===== src/rtl/mem_req_arbiter_pkg.sv =====
// Shared request encoding for the memory request path.
// Covers command codes, address/data widths and the 88-bit FIFO entry layout.
package mem_req_arbiter_pkg;

   localparam int unsigned ADDR_W = 22;
   localparam int unsigned DATA_W = 64;

   typedef enum logic [1:0] {
      CmdNoop    = 2'd0,
      CmdRefresh = 2'd1,
      CmdRead    = 2'd2,
      CmdWrite   = 2'd3
   } cmd_e;

   typedef struct packed {
      cmd_e              cmd;
      logic [ADDR_W-1:0] addr;
      logic [DATA_W-1:0] dta;
   } mem_req_t;

   typedef enum logic {
      RrMc = 1'b0,
      RrFs = 1'b1
   } rr_e;

endpackage


===== src/rtl/mem_req_arbiter_if.sv =====
// Client request handshakes and the controller-facing request read port.
// The master modport is the arbiter's view; the slave modport is the clients' and controller's view.
interface mem_req_arbiter_if;
   import mem_req_arbiter_pkg::*;

   logic              disp_rd_valid;
   logic [ADDR_W-1:0] disp_rd_addr;
   logic              disp_rd_ready;
   logic              mc_rd_valid;
   logic [ADDR_W-1:0] mc_rd_addr;
   logic              mc_rd_ready;
   logic              fs_wr_valid;
   logic [ADDR_W-1:0] fs_wr_addr;
   logic [DATA_W-1:0] fs_wr_dta;
   logic              fs_wr_ready;
   logic              mem_req_rd_en;
   logic [1:0]        mem_req_rd_cmd;
   logic [ADDR_W-1:0] mem_req_rd_addr;
   logic [DATA_W-1:0] mem_req_rd_dta;
   logic              mem_req_rd_valid;
   logic              refresh_missed;

   modport master (
      input  disp_rd_valid, disp_rd_addr, mc_rd_valid, mc_rd_addr,
      input  fs_wr_valid, fs_wr_addr, fs_wr_dta, mem_req_rd_en,
      output disp_rd_ready, mc_rd_ready, fs_wr_ready,
      output mem_req_rd_cmd, mem_req_rd_addr, mem_req_rd_dta, mem_req_rd_valid,
      output refresh_missed
   );

   modport slave (
      output disp_rd_valid, disp_rd_addr, mc_rd_valid, mc_rd_addr,
      output fs_wr_valid, fs_wr_addr, fs_wr_dta, mem_req_rd_en,
      input  disp_rd_ready, mc_rd_ready, fs_wr_ready,
      input  mem_req_rd_cmd, mem_req_rd_addr, mem_req_rd_dta, mem_req_rd_valid,
      input  refresh_missed
   );

endinterface


===== src/rtl/mem_req_arbiter_fifo.sv =====
// Synchronous request FIFO with a registered read port and no write-to-read bypass.
// The read port holds its last data when no read occurs.
module mem_req_arbiter_fifo
   import mem_req_arbiter_pkg::*;
#(
   parameter int unsigned ADDR_WIDTH = 4
) (
   input  logic                clk,
   input  logic                rst,
   input  logic                wr_en_i,
   input  mem_req_t            wr_data_i,
   input  logic                rd_en_i,
   output mem_req_t            rd_data_o,
   output logic                rd_valid_o,
   output logic                full_o,
   output logic                empty_o,
   output logic [ADDR_WIDTH:0] count_o
);

   localparam int unsigned Depth = 2 ** ADDR_WIDTH;
   localparam logic [ADDR_WIDTH-1:0] PtrOne = ADDR_WIDTH'(1);
   localparam logic [ADDR_WIDTH:0]   CntOne = (ADDR_WIDTH + 1)'(1);
   localparam logic [ADDR_WIDTH:0]   CntFull = (ADDR_WIDTH + 1)'(Depth);

   mem_req_t                mem_q [Depth];
   logic [ADDR_WIDTH-1:0]   wptr_q, wptr_d, rptr_q, rptr_d;
   logic [ADDR_WIDTH:0]     count_q, count_d;
   mem_req_t                rd_data_q;
   logic                    rd_valid_q;
   logic                    wr, rd;

   assign full_o     = (count_q == CntFull);
   assign empty_o    = (count_q == '0);
   assign count_o    = count_q;
   assign rd_data_o  = rd_data_q;
   assign rd_valid_o = rd_valid_q;

   // Full/empty come from the registered count, so a read never sees this cycle's write.
   assign wr = wr_en_i & ~full_o;
   assign rd = rd_en_i & ~empty_o;

   always_comb begin
      wptr_d  = wptr_q;
      rptr_d  = rptr_q;
      count_d = count_q;
      if (wr) wptr_d = wptr_q + PtrOne;
      if (rd) rptr_d = rptr_q + PtrOne;
      unique case ({wr, rd})
         2'b10:   count_d = count_q + CntOne;
         2'b01:   count_d = count_q - CntOne;
         default: count_d = count_q;
      endcase
   end

   always_ff @(posedge clk) begin
      if (wr) mem_q[wptr_q] <= wr_data_i;
   end

   always_ff @(posedge clk) begin
      if (!rst) begin
         wptr_q     <= '0;
         rptr_q     <= '0;
         count_q    <= '0;
         rd_data_q  <= '0;
         rd_valid_q <= 1'b0;
      end else begin
         wptr_q     <= wptr_d;
         rptr_q     <= rptr_d;
         count_q    <= count_d;
         rd_valid_q <= rd;
         if (rd) rd_data_q <= mem_q[rptr_q];
      end
   end

endmodule


===== src/rtl/mem_req_arbiter.sv =====
// Arbitrates refresh, display, motion-comp and framestore requests into the request FIFO.
// Priority: pending refresh, then display, then MC/FS round-robin.
module mem_req_arbiter
   import mem_req_arbiter_pkg::*;
#(
   parameter int unsigned FIFO_ADDR_WIDTH  = 4,
   parameter int unsigned REFRESH_INTERVAL = 780
) (
   input logic               clk,
   input logic               rst,
   mem_req_arbiter_if.master req_io
);

   localparam int unsigned CntW = (REFRESH_INTERVAL > 1) ? $clog2(REFRESH_INTERVAL) : 1;
   localparam logic [CntW-1:0] Reload = CntW'(REFRESH_INTERVAL - 1);
   localparam logic [CntW-1:0] CntOne = CntW'(1);
   localparam logic [FIFO_ADDR_WIDTH:0] DepthCnt = (FIFO_ADDR_WIDTH + 1)'(2 ** FIFO_ADDR_WIDTH);

   logic [CntW-1:0]          ref_cnt_q, ref_cnt_d;
   logic                     pend_q, pend_d;
   rr_e                      rr_q, rr_d;
   logic                     expire, can_grant;
   logic                     g_ref, g_disp, g_mc, g_fs;
   mem_req_t                 wr_req, rd_req;
   logic                     fifo_wr, fifo_full, fifo_empty, fifo_rd_valid;
   logic [FIFO_ADDR_WIDTH:0] fifo_count;

   always_comb begin
      expire    = (ref_cnt_q == '0);
      ref_cnt_d = expire ? Reload : ref_cnt_q - CntOne;
      can_grant = rst & ~fifo_full;
      g_ref     = 1'b0;
      g_disp    = 1'b0;
      g_mc      = 1'b0;
      g_fs      = 1'b0;
      if (can_grant) begin
         if (pend_q) begin
            g_ref = 1'b1;
         end else if (req_io.disp_rd_valid) begin
            g_disp = 1'b1;
         end else if (req_io.mc_rd_valid && req_io.fs_wr_valid) begin
            if (rr_q == RrFs) g_fs = 1'b1;
            else              g_mc = 1'b1;
         end else if (req_io.mc_rd_valid) begin
            g_mc = 1'b1;
         end else if (req_io.fs_wr_valid) begin
            g_fs = 1'b1;
         end
      end

      // An expiry in the same cycle as the refresh enqueue re-arms the request.
      pend_d = expire | (pend_q & ~g_ref);

      rr_d = rr_q;
      if (g_mc)      rr_d = RrFs;
      else if (g_fs) rr_d = RrMc;

      fifo_wr = g_ref | g_disp | g_mc | g_fs;
      wr_req  = '0;
      if (g_ref) begin
         wr_req.cmd = CmdRefresh;
      end else if (g_disp) begin
         wr_req.cmd  = CmdRead;
         wr_req.addr = req_io.disp_rd_addr;
      end else if (g_mc) begin
         wr_req.cmd  = CmdRead;
         wr_req.addr = req_io.mc_rd_addr;
      end else if (g_fs) begin
         wr_req.cmd  = CmdWrite;
         wr_req.addr = req_io.fs_wr_addr;
         wr_req.dta  = req_io.fs_wr_dta;
      end
   end

   always_ff @(posedge clk) begin
      if (!rst) begin
         ref_cnt_q <= Reload;
         pend_q    <= 1'b0;
         rr_q      <= RrMc;
      end else begin
         ref_cnt_q <= ref_cnt_d;
         pend_q    <= pend_d;
         rr_q      <= rr_d;
      end
   end

   mem_req_arbiter_fifo #(
      .ADDR_WIDTH (FIFO_ADDR_WIDTH)
   ) u_fifo (
      .clk        (clk),
      .rst        (rst),
      .wr_en_i    (fifo_wr),
      .wr_data_i  (wr_req),
      .rd_en_i    (req_io.mem_req_rd_en & ~fifo_empty),
      .rd_data_o  (rd_req),
      .rd_valid_o (fifo_rd_valid),
      .full_o     (fifo_full),
      .empty_o    (fifo_empty),
      .count_o    (fifo_count)
   );

   assert property (@(posedge clk) disable iff (!rst) fifo_count <= DepthCnt);

   assign req_io.disp_rd_ready    = g_disp;
   assign req_io.mc_rd_ready      = g_mc;
   assign req_io.fs_wr_ready      = g_fs;
   assign req_io.refresh_missed   = rst & expire & pend_q;
   assign req_io.mem_req_rd_cmd   = rd_req.cmd;
   assign req_io.mem_req_rd_addr  = rd_req.addr;
   assign req_io.mem_req_rd_dta   = rd_req.dta;
   assign req_io.mem_req_rd_valid = fifo_rd_valid;

endmodule


===== src/flat_wrapper.sv =====
// flat-port wrapper written by rule: the top's interface ports become plain ports
module mem_req_arbiter_flat import mem_req_arbiter_pkg::*;
#(
   parameter int unsigned FIFO_ADDR_WIDTH  = 4,
   parameter int unsigned REFRESH_INTERVAL = 780
)
  (clk, rst, req_io_disp_rd_valid, req_io_disp_rd_addr, req_io_mc_rd_valid, req_io_mc_rd_addr, req_io_fs_wr_valid, req_io_fs_wr_addr, req_io_fs_wr_dta, req_io_mem_req_rd_en, req_io_disp_rd_ready, req_io_mc_rd_ready, req_io_fs_wr_ready, req_io_mem_req_rd_cmd, req_io_mem_req_rd_addr, req_io_mem_req_rd_dta, req_io_mem_req_rd_valid, req_io_refresh_missed);
  mem_req_arbiter_if req_io_i ();
  input logic clk;
  input logic rst;
  input wire logic [$bits(req_io_i.disp_rd_valid)-1:0] req_io_disp_rd_valid;
  input wire logic [$bits(req_io_i.disp_rd_addr)-1:0] req_io_disp_rd_addr;
  input wire logic [$bits(req_io_i.mc_rd_valid)-1:0] req_io_mc_rd_valid;
  input wire logic [$bits(req_io_i.mc_rd_addr)-1:0] req_io_mc_rd_addr;
  input wire logic [$bits(req_io_i.fs_wr_valid)-1:0] req_io_fs_wr_valid;
  input wire logic [$bits(req_io_i.fs_wr_addr)-1:0] req_io_fs_wr_addr;
  input wire logic [$bits(req_io_i.fs_wr_dta)-1:0] req_io_fs_wr_dta;
  input wire logic [$bits(req_io_i.mem_req_rd_en)-1:0] req_io_mem_req_rd_en;
  output wire logic [$bits(req_io_i.disp_rd_ready)-1:0] req_io_disp_rd_ready;
  output wire logic [$bits(req_io_i.mc_rd_ready)-1:0] req_io_mc_rd_ready;
  output wire logic [$bits(req_io_i.fs_wr_ready)-1:0] req_io_fs_wr_ready;
  output wire logic [$bits(req_io_i.mem_req_rd_cmd)-1:0] req_io_mem_req_rd_cmd;
  output wire logic [$bits(req_io_i.mem_req_rd_addr)-1:0] req_io_mem_req_rd_addr;
  output wire logic [$bits(req_io_i.mem_req_rd_dta)-1:0] req_io_mem_req_rd_dta;
  output wire logic [$bits(req_io_i.mem_req_rd_valid)-1:0] req_io_mem_req_rd_valid;
  output wire logic [$bits(req_io_i.refresh_missed)-1:0] req_io_refresh_missed;
  assign req_io_i.disp_rd_valid = req_io_disp_rd_valid;
  assign req_io_i.disp_rd_addr = req_io_disp_rd_addr;
  assign req_io_i.mc_rd_valid = req_io_mc_rd_valid;
  assign req_io_i.mc_rd_addr = req_io_mc_rd_addr;
  assign req_io_i.fs_wr_valid = req_io_fs_wr_valid;
  assign req_io_i.fs_wr_addr = req_io_fs_wr_addr;
  assign req_io_i.fs_wr_dta = req_io_fs_wr_dta;
  assign req_io_i.mem_req_rd_en = req_io_mem_req_rd_en;
  assign req_io_disp_rd_ready = req_io_i.disp_rd_ready;
  assign req_io_mc_rd_ready = req_io_i.mc_rd_ready;
  assign req_io_fs_wr_ready = req_io_i.fs_wr_ready;
  assign req_io_mem_req_rd_cmd = req_io_i.mem_req_rd_cmd;
  assign req_io_mem_req_rd_addr = req_io_i.mem_req_rd_addr;
  assign req_io_mem_req_rd_dta = req_io_i.mem_req_rd_dta;
  assign req_io_mem_req_rd_valid = req_io_i.mem_req_rd_valid;
  assign req_io_refresh_missed = req_io_i.refresh_missed;
  mem_req_arbiter #(.FIFO_ADDR_WIDTH(FIFO_ADDR_WIDTH), .REFRESH_INTERVAL(REFRESH_INTERVAL)) u_core (.clk(clk), .rst(rst), .req_io(req_io_i));
endmodule

===== config.mk =====
export PLATFORM = sky130hd
export DESIGN_NAME = mem_req_arbiter_flat
export DESIGN_NICKNAME = d
export VERILOG_FILES = /design/src/rtl/mem_req_arbiter_pkg.sv /design/src/rtl/mem_req_arbiter_if.sv /design/src/rtl/mem_req_arbiter_fifo.sv /design/src/rtl/mem_req_arbiter.sv /design/src/flat_wrapper.sv
export SDC_FILE = /design/constraint.sdc
export NUM_CORES = 2
export LEC_CHECK = 0
export ABC_CLOCK_PERIOD_IN_PS = 14500
export CAP_MARGIN = 20
export CORE_UTILIZATION = 23
export CTS_CLUSTER_SIZE = 10
export DETAILED_ROUTE_END_ITERATION = 12
export DONT_BUFFER_PORTS = 1
export PLACE_DENSITY_LB_ADDON = 0.25
export SLEW_MARGIN = 10
export SYNTH_ARGS = -nofsm -noshare
export SYNTH_HDL_FRONTEND = slang
export SYNTH_HIERARCHICAL = 1
export SYNTH_SLANG_ARGS = --single-unit

===== constraint.sdc =====
create_clock -name clk -period 14.5 [get_ports clk]
set_input_delay 4.35 -clock clk [delete_from_list [all_inputs] [get_ports clk]]
set_output_delay 4.35 -clock clk [all_outputs]
set_load 0.005 [all_outputs]

=== Word-level counts from Yosys, hierarchy flattened ===
Memory sizes are Yosys's and may differ from the RTL's. A register that Yosys moved wholly into a read port is not among the register bits.
Index checks and enable logic that the tools add are counted.

* Eq/ne operators: 3
* Reductions and logical operators: 7
* Multiplexer cells: 30
* Bitwise logic cells: 15
* Add/sub/neg operators: 5

{| class="wikitable"
|+ Operator list
! operator !! number
|-
| 64-bit 2-to-1 mux || 2
|-
| 88-bit 2-to-1 mux || 1
|-
| 86-bit 2-to-1 mux || 1
|-
| 24-bit 2-to-1 mux || 2
|-
| 1-bit 2-to-1 mux || 22
|-
| 10-bit zero test || 1
|-
| 5-bit one-hot mux with 2 select lines || 1
|-
| 10-bit by 1-bit subtractor with 10-bit output (second input constant) || 1
|-
| 4-bit by 1-bit adder with 4-bit output (second input constant) || 2
|-
| 1-bit AND || 7
|-
| 5-bit by 1-bit adder with 5-bit output (second input constant) || 1
|-
| 5-bit == test (second input constant) || 1
|-
| 5-bit zero test || 1
|-
| 5-bit by 1-bit subtractor with 5-bit output (second input constant) || 1
|-
| 1-bit inverter || 4
|-
| 1-bit OR || 4
|-
| 2-bit nonzero test || 2
|-
| 2-bit by 1-bit == test with 1-bit output (second input constant) || 1
|-
| 2-bit == test (second input constant) || 1
|-
| 2-bit 2-to-1 mux || 1
|-
| 2-bit OR reduction || 1
|-
| 1-bit logical AND || 1
|-
| 1-bit zero test || 1
|}

* Memories: 1
* Bits in registers: 26
* Bits of input ports: 136
* Bits in writable memories: 1408
* Word-level logic and storage cells: 68

{| class="wikitable"
|+ Memories
! name !! words !! bits a word !! rd ports !! clocked after memory_dff !! write ports !! RTL line !! RTL
|-
| u_core.u_fifo.mem_q || 16 || 88 || 1 || 1 || 1 || mem_req_arbiter_fifo.sv:25 || <nowiki>mem_req_t mem_q [Depth];</nowiki>
|}

=== Logic depth before layout (Yosys ltp) ===
* Depth in word-level cells: 10
* Mapped depth: 14
* Depth with buffers taken out: 14

=== Cells and area by module ===
Netlist, hierarchy kept.

{| class="wikitable"
|+ Modules (own cells, without submodules)
! module !! cells an instance !! times used !! area an instance (um^2) !! seq. area each (um^2)
|-
| mem_req_arbiter_fifo || 2440 || 1 || 56521.7 || 44322.5
|-
| mem_req_arbiter || 246 || 1 || 1657.8 || 240.2
|}

=== Worst setup path before layout ===
Ideal clock, no wire load.

* Path type: input to register
* Start point: input port req_io_mc_rd_valid
* End point: memory u_core/u_fifo/mem_q[3][0] (netlist name), enable pin
* Slack: 2.447 ns
* Buffers on the path: 1
* Arrival: 11.411 ns
* Stages: 6
* Path through: clkbuf_1 -> nor2_1 -> a21oi_1 -> a21boi_1 -> nand2_1 -> nor3_1

* Longest elaborated chain between the ends: 10
* Elaborated cells between the ends (all ways): 16
* Classes of those cells: mux (12); bitwise (3); reduce/logical (1)

{| class="wikitable"
|+ RTL lines
! what !! RTL line !! RTL
|-
| start: declaration || flat_wrapper.sv:13 || <nowiki>input wire logic [$bits(req_io_i.mc_rd_valid)-1:0] req_io_mc_rd_valid;</nowiki>
|-
| 1-bit 2-to-1 mux or 1-bit logical AND (tied branches) || mem_req_arbiter.sv:44, mem_req_arbiter.sv:41 ||
|-
| 1-bit 2-to-1 mux || mem_req_arbiter.sv:41 || <nowiki>end else if (req_io.mc_rd_valid && req_io.fs_wr_valid) begin</nowiki>
|-
| 1-bit 2-to-1 mux || mem_req_arbiter.sv:39 || <nowiki>end else if (req_io.disp_rd_valid) begin</nowiki>
|-
| 1-bit 2-to-1 mux || mem_req_arbiter.sv:37 || <nowiki>if (pend_q) begin</nowiki>
|-
| 1-bit 2-to-1 mux || mem_req_arbiter.sv:36 || <nowiki>if (can_grant) begin</nowiki>
|-
| 1-bit OR || mem_req_arbiter.sv:58 || <nowiki>fifo_wr = g_ref | g_disp | g_mc | g_fs;</nowiki>
|-
| 1-bit OR (*) || mem_req_arbiter.sv:58 ||
|-
| via u_core.fifo_wr || mem_req_arbiter.sv:25 || <nowiki>logic fifo_wr, fifo_full, fifo_empty, fifo_rd_valid;</nowiki>
|-
| 1-bit AND (*) || mem_req_arbiter_fifo.sv:39 || <nowiki>assign wr = wr_en_i & ~full_o;</nowiki>
|-
| 1-bit 2-to-1 mux (*) || mem_req_arbiter_fifo.sv:56 || <nowiki>if (wr) mem_q[wptr_q] <= wr_data_i;</nowiki>
|-
| 1-bit 2-to-1 mux (not written as such) (*) || mem_req_arbiter_fifo.sv:56 ||
|-
| end: declaration || mem_req_arbiter_fifo.sv:25 ||
|}

The timed path passes the listed nets; every way through them passes the cells marked *.

=== Worst setup path after layout ===
* Start point: input port req_io_mc_rd_valid
* End point: output port req_io_fs_wr_ready

* Longest elaborated chain between the ends: 5
* Elaborated cells between the ends (all ways): 6
* Classes of those cells: mux (5); reduce/logical (1)

{| class="wikitable"
|+ RTL lines
! what !! RTL line !! RTL
|-
| 1-bit 2-to-1 mux or 1-bit logical AND (tied branches) || mem_req_arbiter.sv:44, mem_req_arbiter.sv:41 ||
|-
| 1-bit 2-to-1 mux (*) || mem_req_arbiter.sv:41 ||
|-
| 1-bit 2-to-1 mux (*) || mem_req_arbiter.sv:39 ||
|-
| 1-bit 2-to-1 mux (*) || mem_req_arbiter.sv:37 ||
|-
| 1-bit 2-to-1 mux (*) || mem_req_arbiter.sv:36 ||
|-
| end: declaration || flat_wrapper.sv:21 || <nowiki>output wire logic [$bits(req_io_i.fs_wr_ready)-1:0] req_io_fs_wr_ready;</nowiki>
|}

Every way passes the cells marked *; elsewhere a longest branch is shown, timed or not.

==> qor.txt <==
Residual DRC -> 58
Placer Congestion -> 0.6763
GRT overflow -> 0
data arrival time of the worst path -> 5.12 ns
Max VDD drop -> 0.00009639 V
failing checks -> DRC
slowest stage delay, CP -> 0.43 ns
clock sinks -> 1522
Setup TNS -> 0 ns
initial antenna violation count -> 46
via count -> 26770
initial DRC count -> 1988
Fin. Hold Viols -> 0
Clock Root Buffer -> clkbuf_16
worst setup path class -> in2out
CTS Buf Count -> 179
synth unique cells -> 47
hold_sp -> u_core/ref_cnt_q[0]
Initial Util -> 23.14%
vias in the first global route -> 28620
CORE AREA -> 251400 um2
CTS tree -> built
adder-cell share of the synthesized area -> 0.2710%
sequential share of the synthesized area -> 76.60%
Worst Hold Path EP -> u_core/ref_cnt_q[0]
status -> complete, but fails checks
Worst Reg2Reg Path Length in Cells -> 10
vias per cell -> 4.255
CP Max Fanout -> 26
Final #Nets -> 2939
Hold-fix buffers, CTS -> 0
Hold Path Stages -> 1
RSZ-0062 raised after global routing -> no
Placement Rows -> 184
die area -> 255000 um2
CP Cell Sequence -> inv_1 > o21ai_4 > buf_4 > nor2_4
HP Class -> reg2reg
Routed WL -> 156.8 mm
EDFF count, synth -> 1408
Slew Limit Fails -> 0
H-tree level count -> 4
synth warn -> 6
leakage power -> 20.22 nW
CTS resizes -> 0
Layout Skew -> 0.06800 ns
largest family of logic cells by synthesized area -> multiplexers
Main synth FF type -> edfxtp_1
worst reg2reg setup slack -> 9.95 ns
drt wl/cell -> 24.92 um
synthesized netlist cell count -> 2686
CP Capture Type -> output pin
cell area power density -> 153.0 nW/um2
clk slew on worst S/H paths -> 0.05 ns
slew of the pin with the lowest slew margin -> 1.100 ns
Die Y -> 504.9 um
Critical-path top delay cell -> buf_4
global-route wire length before repair -> 221.9 mm
final setup vio count -> 0
simple-gate share of the synthesized area -> 2.508%
dpl ws -> 4.959 ns
Fmax -> 105.6 MHz
Die X -> 504.9 um
Post-DRT Antenna Nets -> 0
Avg Cell Area, Syn -> 21.66 um2
largest net degree at the start of global routing -> 131
mux share of post-synthesis cell area -> 17.08%
Overall Global Routing Usage -> 12.25%
P&R area growth vs syn -> 16.76%
layout cells sized above 1 -> 23.54%
FF+latch count, synth -> 1522
minimum clock period -> 9.471 ns
Req. time, crit path -> 10.15 ns
post-DP HPWL -> 81.79 mm
Max transition margin -> 26.69%
clk buf depth -> 3
worst skew pair latency -> 0.83 ns
Ports -> 229
area fraction in compound gates after synthesis -> 1.981%
PnR worst setup slack -> 5.029 ns
Setup crit start kind -> input pin
max-cap violations -> 0
Layout Utilization -> 27.02%
post-synthesis async set-or-reset flop share -> 0%
setup bufs post-CTS -> 0
DRT Pass-1 Iters -> 9
delay-heaviest family, CP -> buffers and inverters
RR Startpoint -> u_core/u_fifo/count_o[0]
Critical path buffers and inverters -> 2
R2R Path End -> u_core/u_fifo/mem_q[15][56]
Synth Net Count -> 2834
Mapped Area -> 58180 um2
WHS -> 0.4095 ns
final period utilization -> 65.32%
XOR/XNOR share of the synthesized area -> 0.1957%
input/output buffers -> 0
[cell families after synthesis]
logic type,count (synthesis)
flops,1522
mux,553
simple gates,291
buf+inv,161
compound gates,134
xor+xnor,13
fa+ha+maj,12
[synth_stat cells, drive strengths merged (3+ instances only)]
| cell type | n | area, um2 |
|---|---|---|
| edfxtp | 1408 | 42280 |
| mux4 | 352 | 7928 |
| mux2i | 201 | 2012 |
| nand2 | 131 | 499.2 |
| dfxtp | 114 | 2282 |
| and2 | 99 | 624.4 |
| o221ai | 88 | 895.9 |
| buf | 81 | 494.2 |
| clkbuf | 68 | 255.2 |
| o21ai | 31 | 158.9 |
| nor2 | 25 | 93.84 |
| inv | 12 | 45.04 |
| ha | 11 | 137.6 |
| xnor2 | 10 | 87.58 |
| nor3 | 8 | 40.04 |
| a21oi | 7 | 35.03 |
| nand2b | 6 | 40.04 |
| nor2b | 6 | 37.54 |
| or3 | 4 | 35.03 |
| xor2 | 3 | 26.28 |
[where the power goes]
| group | internal (mW) | switching, mW | total (mW) |
|---|---|---|---|
| combinational | 0.555 | 0.599 | 1.15 |
| sequential | 4.91 | 0.133 | 5.04 |
| clock | 2.42 | 1.77 | 4.20 |
[flip-flops by register name, summed over array words and instances, names as in the netlist]
signal                    flops
u_core/u_fifo/rd_data_o      88
u_core/u_fifo/mem_q        1408
u_core/u_fifo/rptr_q          4
u_core/u_fifo/count_o         5
u_core/u_fifo/wptr_q          4
u_core/u_fifo/rd_valid_o      1
u_core/ref_cnt_q             10
u_core/pend_q                 1
u_core/rr_q                   1
[layout by cell type, fill, tap and decap left out, types with 11 or more instances in the layout]
cell	synthesis	routed
o221ai_2	20	20
nor2_1	25	12
mux2i_1	201	201
ha_1	11	11
nand2_1	130	130
clkbuf_1	68	108
diode_2	0	14
clkbuf_16	0	180
mux4_2	352	352
and2_1	97	97
inv_1	12	12
edfxtp_1	1408	1408
nor2_4	0	13
o221ai_1	68	68
buf_4	13	66
o21ai_0	27	20
dfxtp_1	114	111
[worst register-to-register path, delay by kind of cell, from the launching register on]
family	cells	cell delay (ns)
compound gates	2	0.36
flops	1	0.42
buf+inv	3	1.70
simple gates	5	1.63
[layer usage]
| metal | wire (um) | up-vias | share of wire, % | global-route usage, % |
|---|---|---|---|---|
| li1 | - | 11370 | - | - |
| met1 | 71450 | 14560 | 46 | 16.62 |
| met2 | 73730 | 617 | 47 | 19.56 |
| met3 | 8838 | 216 | 5.6 | 3.031 |
| met4 | 2683 | 14 | 1.7 | 2.970 |
| met5 | 96 | - | 0.061 | 0 |
[metrics by stage]
step	power (mW)	std cells	cell area, um2
floorplan	5.983	2686	58180
detailed placement	6.348	5956	62410
CTS	10.59	6277	67870
global placement	6.346	5956	62410
global route	10.83	6280	67900
finish	10.40	6293	67930
[cell type report]
class / count / area (um2)
Fill cell: 24990 / 183500
Sequential cell: 1522 / 44570
Multi-Input combinational cell: 1003 / 12990
Clock buffer: 293 / 4979
Tap cell: 3348 / 4189
Timing Repair Buffer: 73 / 635.6
Clock inverter: 28 / 485.5
Inverter: 12 / 45.04
Antenna cell: 14 / 35.03
[worst max-delay path by stage]
stage	depth (start not counted)	startpoint	slack, ns	to
after global routing	4	req_io_mc_rd_valid	4.94	req_io_fs_wr_ready
final	4	req_io_mc_rd_valid	5.03	req_io_fs_wr_ready
after detailed placement	4	req_io_mc_rd_valid	4.96	req_io_fs_wr_ready
after global placement	4	req_io_mc_rd_valid	4.95	req_io_fs_wr_ready
after floorplan	6	req_io_mc_rd_valid	2.45	u_core/u_fifo/mem_q[3][0]
after CTS	4	req_io_mc_rd_valid	4.95	req_io_fs_wr_ready
Note: power is estimated with default switching activity, not from simulation.
